--- src/rtl/tiny_proc_pkg.sv ---
// Shared encodings for the tiny processor's serial load/run port and its loader.
// Holds select codes, command kinds, frame geometry and the loader state enumeration.
package tiny_proc_pkg;

    localparam int unsigned ADDR_W  = 4;
    localparam int unsigned DATA_W  = 8;
    localparam int unsigned FRAME_W = ADDR_W + DATA_W;

    localparam logic [1:0] SEL_IDLE = 2'b00;
    localparam logic [1:0] SEL_ICS  = 2'b01;
    localparam logic [1:0] SEL_DCS  = 2'b10;
    localparam logic [1:0] SEL_RUN  = 2'b11;

    localparam logic [1:0] CMD_IWR = 2'd0;
    localparam logic [1:0] CMD_DWR = 2'd1;
    localparam logic [1:0] CMD_RUN = 2'd2;

    typedef enum logic [1:0] {
        ST_IDLE,
        ST_SHIFT,
        ST_GAP,
        ST_RUN
    } state_e;

endpackage

--- src/rtl/spi_frame_tx.sv ---
// Serialiser for one {data, addr} write frame, LSB first, one bit per cycle.
// mosi is registered and parks at 0 whenever no frame is being shifted.
module spi_frame_tx
    import tiny_proc_pkg::*;
(
    input  logic               clk,
    input  logic               rst,
    input  logic               load_i,
    input  logic [FRAME_W-1:0] frame_i,
    input  logic               shift_i,
    output logic               mosi_o,
    output logic               last_o
);

    localparam int unsigned CNT_W = $clog2(FRAME_W);

    logic [FRAME_W-1:0] shreg_q;
    logic [CNT_W-1:0]   cnt_q;
    logic               mosi_q;

    // Bit 0 goes out on the load edge so the first bit appears one cycle after acceptance.
    always_ff @(posedge clk) begin
        if (rst) begin
            shreg_q <= '0;
            cnt_q   <= '0;
            mosi_q  <= 1'b0;
        end else if (load_i) begin
            mosi_q  <= frame_i[0];
            shreg_q <= frame_i >> 1;
            cnt_q   <= '0;
        end else if (shift_i && !last_o) begin
            mosi_q  <= shreg_q[0];
            shreg_q <= shreg_q >> 1;
            cnt_q   <= cnt_q + 1'b1;
        end else begin
            mosi_q  <= 1'b0;
        end
    end

    assign last_o = (cnt_q == CNT_W'(FRAME_W - 1));
    assign mosi_o = mosi_q;

endmodule

--- src/rtl/spi_prog_loader.sv ---
// Upstream master for the processor load/run port: serialises cache writes and supervises runs.
// Optional run watchdog enabled by defining SPI_PROG_LOADER_RUN_TIMEOUT_EN.
module spi_prog_loader
    import tiny_proc_pkg::*;
#(
    parameter int unsigned GAP_CYCLES     = 2,
    parameter int unsigned MIN_RUN_CYCLES = 2,
    parameter int unsigned TIMEOUT_CYCLES = 4096
) (
    input  logic              clk,
    input  logic              rst,
    input  logic              cmd_valid,
    output logic              cmd_ready,
    input  logic [1:0]        cmd_kind,
    input  logic [ADDR_W-1:0] cmd_addr,
    input  logic [DATA_W-1:0] cmd_data,
    output logic [1:0]        sel,
    output logic              mosi,
    input  logic              proc_done,
    output logic              busy,
    output logic              run_done,
    output logic              run_timeout
);

    localparam int unsigned GAP_W = $clog2(GAP_CYCLES);
    localparam int unsigned RUN_W = $clog2(MIN_RUN_CYCLES + 1);

    if (GAP_CYCLES < 2 || MIN_RUN_CYCLES < 1 || TIMEOUT_CYCLES > 4096 ||
        TIMEOUT_CYCLES <= MIN_RUN_CYCLES + 1) begin : g_bad_cfg
        $error("spi_prog_loader: unsupported parameter combination");
    end

    state_e           state_q;
    logic [1:0]       sel_q;
    logic             cmd_ready_q;
    logic             busy_q;
    logic             run_done_q;
    logic [GAP_W-1:0] gap_cnt_q;
    logic [RUN_W-1:0] run_cnt_q;

    logic accept;
    logic load;
    logic frame_last;
    logic done_seen;

    assign accept     = cmd_valid && cmd_ready_q;
    assign load       = accept && (cmd_kind == CMD_IWR || cmd_kind == CMD_DWR);
    assign done_seen  = (run_cnt_q == RUN_W'(MIN_RUN_CYCLES)) && proc_done;

    spi_frame_tx u_frame_tx (
        .clk     (clk),
        .rst     (rst),
        .load_i  (load),
        .frame_i ({cmd_data, cmd_addr}),
        .shift_i (state_q == ST_SHIFT),
        .mosi_o  (mosi),
        .last_o  (frame_last)
    );

`ifdef SPI_PROG_LOADER_RUN_TIMEOUT_EN
    logic [11:0] wd_q;
    logic        wd_expired;
    logic        run_timeout_q;

    // Held at zero outside RUN, so it reads 0 in the first RUN cycle.
    always_ff @(posedge clk) begin
        if (rst || state_q != ST_RUN) begin
            wd_q <= '0;
        end else begin
            wd_q <= wd_q + 1'b1;
        end
    end

    assign wd_expired  = (wd_q == 12'(TIMEOUT_CYCLES - 1));
    assign run_timeout = run_timeout_q;
`else
    assign run_timeout = 1'b0;
`endif

    // Every exit from SHIFT or RUN goes through GAP, so sel always passes through 00.
    always_ff @(posedge clk) begin
        if (rst) begin
            state_q       <= ST_IDLE;
            sel_q         <= SEL_IDLE;
            cmd_ready_q   <= 1'b1;
            busy_q        <= 1'b0;
            run_done_q    <= 1'b0;
            gap_cnt_q     <= '0;
            run_cnt_q     <= '0;
`ifdef SPI_PROG_LOADER_RUN_TIMEOUT_EN
            run_timeout_q <= 1'b0;
`endif
        end else begin
            run_done_q    <= 1'b0;
`ifdef SPI_PROG_LOADER_RUN_TIMEOUT_EN
            run_timeout_q <= 1'b0;
`endif
            case (state_q)
                ST_IDLE: begin
                    if (accept) begin
                        case (cmd_kind)
                            CMD_IWR, CMD_DWR: begin
                                state_q     <= ST_SHIFT;
                                sel_q       <= (cmd_kind == CMD_IWR) ? SEL_ICS : SEL_DCS;
                                cmd_ready_q <= 1'b0;
                                busy_q      <= 1'b1;
                            end
                            CMD_RUN: begin
                                state_q     <= ST_RUN;
                                sel_q       <= SEL_RUN;
                                run_cnt_q   <= '0;
                                cmd_ready_q <= 1'b0;
                                busy_q      <= 1'b1;
                            end
                            default: begin
                                state_q <= ST_IDLE;
                            end
                        endcase
                    end
                end
                ST_SHIFT: begin
                    if (frame_last) begin
                        state_q   <= ST_GAP;
                        sel_q     <= SEL_IDLE;
                        gap_cnt_q <= '0;
                    end
                end
                ST_GAP: begin
                    if (gap_cnt_q == GAP_W'(GAP_CYCLES - 1)) begin
                        state_q     <= ST_IDLE;
                        cmd_ready_q <= 1'b1;
                        busy_q      <= 1'b0;
                    end else begin
                        gap_cnt_q <= gap_cnt_q + 1'b1;
                    end
                end
                ST_RUN: begin
                    if (run_cnt_q != RUN_W'(MIN_RUN_CYCLES)) begin
                        run_cnt_q <= run_cnt_q + 1'b1;
                    end
                    // Releasing sel right after done keeps the processor from restarting.
                    if (done_seen) begin
                        state_q    <= ST_GAP;
                        sel_q      <= SEL_IDLE;
                        gap_cnt_q  <= '0;
                        run_done_q <= 1'b1;
                    end
`ifdef SPI_PROG_LOADER_RUN_TIMEOUT_EN
                    else if (wd_expired) begin
                        state_q       <= ST_GAP;
                        sel_q         <= SEL_IDLE;
                        gap_cnt_q     <= '0;
                        run_done_q    <= 1'b1;
                        run_timeout_q <= 1'b1;
                    end
`endif
                end
                default: begin
                    state_q <= ST_IDLE;
                end
            endcase
        end
    end

    assign sel       = sel_q;
    assign cmd_ready = cmd_ready_q;
    assign busy      = busy_q;
    assign run_done  = run_done_q;

endmodule

--- config.mk ---
export PLATFORM = sky130hd
export DESIGN_NAME = spi_prog_loader
export DESIGN_NICKNAME = d
export VERILOG_FILES = /design/src/rtl/tiny_proc_pkg.sv /design/src/rtl/spi_frame_tx.sv /design/src/rtl/spi_prog_loader.sv
export SDC_FILE = /design/constraint.sdc
export NUM_CORES = 1
export LEC_CHECK = 0
export BUFFER_PORTS_ARGS = -buffer_cell sky130_fd_sc_hd__buf_4
export CORE_UTILIZATION = 48
export DETAILED_ROUTE_END_ITERATION = 6
export PLACE_DENSITY = 0.73
export SLEW_MARGIN = 20
export SYNTH_ARGS = -nofsm -noshare
export SYNTH_HDL_FRONTEND = slang
export SYNTH_HIERARCHICAL = 1
export SYNTH_SLANG_ARGS = --single-unit
--- constraint.sdc ---
create_clock -name clk -period 1.5 [get_ports clk]
set_input_delay 0.225 -clock clk [delete_from_list [all_inputs] [get_ports clk]]
set_output_delay 0.225 -clock clk [all_outputs]
set_load 0.01 [all_outputs]
Yosys cells after proc, flatten, opt, wreduce, memory -nomap -nowiden:

Index checks and enable logic that the tools add are counted.

* register bits after elaboration: 26
* input bits: 18

* multiplexer cells: 33
* reduce and logical (&&, ||, !) cells: 22
* add/subtract/negate cells: 3
* bitwise logic cells: 1
* equal/unequal tests: 16

Operator list (number)
* $mux 11: 2
* $mux 2: 11
* $ne 2x2->1 const B: 7
* $mux 1: 12
* $pmux 2 s2: 3
* $reduce_and 4->1: 3
* $eq 2x2->1 const B: 4
* $pmux 2 s4: 1
* $pmux 2 s3: 1
* $reduce_bool 2->1: 3
* $reduce_bool 3->1: 2
* $reduce_or 2->1: 3
* $reduce_and 5->1: 1
* $add 4x1->4 const B: 1
* $eq 2x1->1 const B: 2
* $eq 4x4->1 const B: 1
* $logic_and 1x1->1: 4
* $logic_not 2->1: 2
* $pmux 1 s2: 2
* $ne 3x1->1 const B: 1
* $pmux 1 s3: 1
* $reduce_and 3->1: 1
* $reduce_or 3->1: 1
* $add 2x1->2 const B: 1
* 5 further kinds: 5

Logic depth before layout (Yosys ltp):

* word-level depth: 5
* depth in mapped cells: 7
* depth with buffers taken out: 6

Hierarchy:

The synthesis kept the hierarchy.

Modules (own cells, without submodules)
* spi_frame_tx: instances 1, cells an instance 89, area an instance 825.8 µm²
* spi_prog_loader: instances 1, cells an instance 55, area an instance 501.7 µm²

Worst setup path after synthesis:

OpenSTA, ideal clock, no wires.

* kind: flip-flop to flip-flop
* start: register state_q[0]
* end: register u_frame_tx.shreg_q[1]
* library setup time: 0.087 ns
* clock period less this slack: 1.408 ns
* setup slack: 0.092 ns
* arrival time: 1.322 ns
* cell stages (with the launch flop): 6
* buffers on the path: 1
* cell sequence: dfxtp_1 -> inv_1 -> nor2_1 -> buf_2 -> a31oi_1 -> a221oi_2

* cells in the longest elaborated chain, start to end: 3

Ends and longest elaborated chain
* start: declaration: line spi_prog_loader.sv:33 `state_e state_q;`
* start signal: assignment: line spi_prog_loader.sv:83 `state_q <= ST_IDLE;`
* start signal: assignment: line spi_prog_loader.sv:103 `state_q <= ST_SHIFT;`
* start signal: assignment: line spi_prog_loader.sv:109 `state_q <= ST_RUN;`
* $eq 2x1->1: line spi_prog_loader.sv:55 `.shift_i (state_q == ST_SHIFT),`
* $logic_and 1x1->1: line spi_frame_tx.sv:31 `end else if (shift_i && !last_o) begin`
* $reduce_bool 2->1 (no source line)
* end signal: assignment: line spi_frame_tx.sv:29 `shreg_q <= frame_i >> 1;`
* end signal: assignment: line spi_frame_tx.sv:33 `shreg_q <= shreg_q >> 1;`
* end: declaration: line spi_frame_tx.sv:17 `logic [FRAME_W-1:0] shreg_q;`

Every way passes these cells.
A chain may end at the register's enable or synchronous reset.

Worst setup path after layout:

* start: register u_frame_tx.cnt_q[0]
* end: register sel_q[0], in the netlist sel[0]

* cells in the longest elaborated chain, start to end: 3

Ends and longest elaborated chain
* start: declaration: line spi_frame_tx.sv:18 `logic [CNT_W-1:0] cnt_q;`
* start signal: assignment: line spi_frame_tx.sv:34 `cnt_q <= cnt_q + 1'b1;`
* $eq 4x4->1: line spi_frame_tx.sv:40 `assign last_o = (cnt_q == CNT_W'(FRAME_W - 1));`
* via frame_last: line spi_prog_loader.sv:43 `logic frame_last;`
* $ne 2x2->1 (no source line)
* $reduce_and 5->1 (no source line)
* end signal: assignment: line spi_prog_loader.sv:104 `sel_q <= (cmd_kind == CMD_IWR) ? SEL_ICS : SEL_DCS;`
* end: declaration: line spi_prog_loader.sv:34 `logic [1:0] sel_q;`

The timed path passes the listed nets, and every way through them passes these cells.

==> impl_results.md <==
* Most common flop cell mapped by yosys: dfxtp_1
* Largest net degree at the start of global routing at 26
* Sw Share at 28.0%
* DR vias at 1126
* Port Buffers at 23
* ANT nets after route at 0
* Slew Limit Fails at 0
* Mapped Cells at 144
* Top Metal Used: met4
* First-pass GRT wire length at 4.39 mm
* Num rows at 18
* Gr usage total at 20.0%
* Post-synth EDFFs at 0
* Skew final at 10.2 ps
* Total gr overflow at 0
* Die span in y at 54.6 um
* Final #Nets at 187
* Cell Area, Synth at 1330 um^2
* Layout cells sized above 1 at 29.5%
* WHS at 139 ps
* DP HPWL at 1.97 mm
* Share of total power in sequential cells at 53.2%
* # diodes at 0
* RSZ-0062 raised after global routing: no
* Leak at 0.000642 uW
* Drt initial violations at 16
* Post-route setup TNS at 0 ps
* # hold bufs at CTS at 0
* WP data arrival at 1630 ps
* Fmax at 708 MHz
* Final Hold Fails at 0
* Synth Area per Inst at 9.22 um^2
* Pint at 1060 uW
* Reg clk slew, reported paths at 140 ps
* Max IR drop VDD at 0.000584 V
* DR DRC count at 0
* Met2 wire len at 1.29 mm
* Drt wl/cell at 13.8 um
* Vias in the first global route at 1048
* Syn_nets at 164
* Clock Tree Buf Depth at 2
* Power share of the clock group at 24.0%
* WL met1 at 1.27 mm
* I/O pin count at 25
* Tmin final at 1410 ps
* Initial antenna violation count at 0
* Logic pwr share at 22.8%
* Met3 WL at 119 um
* Post-synth ARST share at 0%
* Warnings, synthesis at 6
* P_sw at 412 uW
* Post-CTS setup buffer count at 0
* Crit. End Element: register
* DR pass1 iterations at 4
* Status: completed
* Cell Pwr Density at 946 nW/um^2
* Max-Cap Viols at 0
* Layout area overhead at 17.2%
* Commonest non-fill, non-tap cells in the layout: buf_4, dfxtp_1, inv_1
* Worst EP required at 1720 ps
* Post-CTS sizing at 0
* Worst Setup Start Kind: register
* Worst skew pair latency at 320 ps
* Fin crit share at 94.2%
* CTS tree: built
* Netlist cell types at 44
* Routed vias/inst at 5.74
* Worst min path class: input port to register
* Core Box Area at 2540 um^2
* Commonest non-fill, non-tap cell in the layout: buf_4
* Root Driver: clkbuf_4
* GP Congestion at 0.757
* Layout fillers at 240
* Finished Cell Area at 1560 um^2
* CTS buffer count at 3
* Final WL at 2.71 mm
* Register area share after synthesis at 39.2%
* Worst-path fanout max at 17
* Setup CP Type: register to register
* Die area at 2980 um^2
* Clock sink total at 26
* Die W at 54.6 um
* Initial Util at 52.2%
* #FFs+latches synth at 26
* Placed Area at 1520 um^2
* Final setup viols at 0
* H-tree Lvls at 1
-- through the flow --
| step | worst slack, ps | total power [uW] | cells | utilization [%] |
|---|---|---|---|---|
| 2_1_floorplan | 91.8 | 1020 | 144 | - |
| 3_3_place_gp | 181 | 1120 | 192 | 59.7 |
| 3_5_place_dp | 113 | 1130 | 192 | 59.7 |
| 4_1_cts | 101 | 1490 | 196 | 61.1 |
| 5_1_grt | 23.6 | 1550 | 196 | 61.1 |
| 6_report | 87.1 | 1470 | 196 | 61.1 |
-- cells in the mapped netlist, drive strengths merged, types with 3 or more instances --
cell type	instances	area, um^2
nand3	5	25.0
a31oi	10	62.6
a21oi	10	50.1
o21ai	14	70.1
nand2	4	17.5
dfxtp	26	521
buf	9	67.6
inv	16	62.6
or3	3	18.8
nor2	6	22.5
a221oi	10	138
nand2b	3	18.8
-- cell families after synthesis --
kind of cell    share of synthesized area (%)
buf+inv                                  10.5
xor+xnor                                0.660
fa+ha+maj                                1.88
compound gates                           30.7
other cells                             0.282
flops                                    39.2
simple gates                             16.8
-- sequential cells by signal, indices dropped and copies added, names as in the netlist --
register,count
gap_cnt_q,1
cmd_ready,1
sel,2
busy,1
state_q,2
run_cnt_q,2
u_frame_tx/shreg_q,11
u_frame_tx/cnt_q,4
run_done,1
u_frame_tx/mosi_o,1
-- layer usage --
layer / vias to the layer above / GRT usage (%)
li1: 570 / -
met1: 526 / 24.9
met2: 26 / 34.3
met3: 4 / 3.61
met5: - / 0
met4: 0 / 6.41
-- final timing paths --
path / start / endpoint / slack (ps) / cells past startpoint
max: u_frame_tx/cnt_q[0]$_SDFFE_PP0P_ / sel[0]$_SDFFE_PP0P_ / 90 / 6
min: cmd_data[1] / u_frame_tx/shreg_q[4]$_SDFFE_PP0P_ / 140 / 3
max reg2reg: u_frame_tx/cnt_q[0]$_SDFFE_PP0P_ / sel[0]$_SDFFE_PP0P_ / 90 / 6
min reg2reg: busy$_SDFFE_PP0P_ / busy$_SDFFE_PP0P_ / 500 / 2
-- area by class of cell --
cell class              count  area, um^2  area share, %
clock buffers               4        36.3           2.33
inverters                  16        62.6           4.02
multi-input cells          91         668           43.0
flip-flops and latches     26         520           33.5
well taps                  30        37.5           2.41
repair buffers             29         230           14.8
-- power by group through the flow --
stage                     sequential (uW)  combinational, uW  clock [uW]
after floorplan                       798                220           0
after global placement                794                329           0
after detailed placement              797                336           0
after CTS                             782                337         367
after global routing                  790                369         389
final                                 782                335         353
-- critical path: stages, from the launching register on --
cell and delay, ps:
dfxtp_1 390, ha_1 250, nand3b_4 140, inv_4 180, nand3b_1 160, o2111ai_1 120, a21oi_1 90
Note: power is estimated with default switching activity, not from simulation.
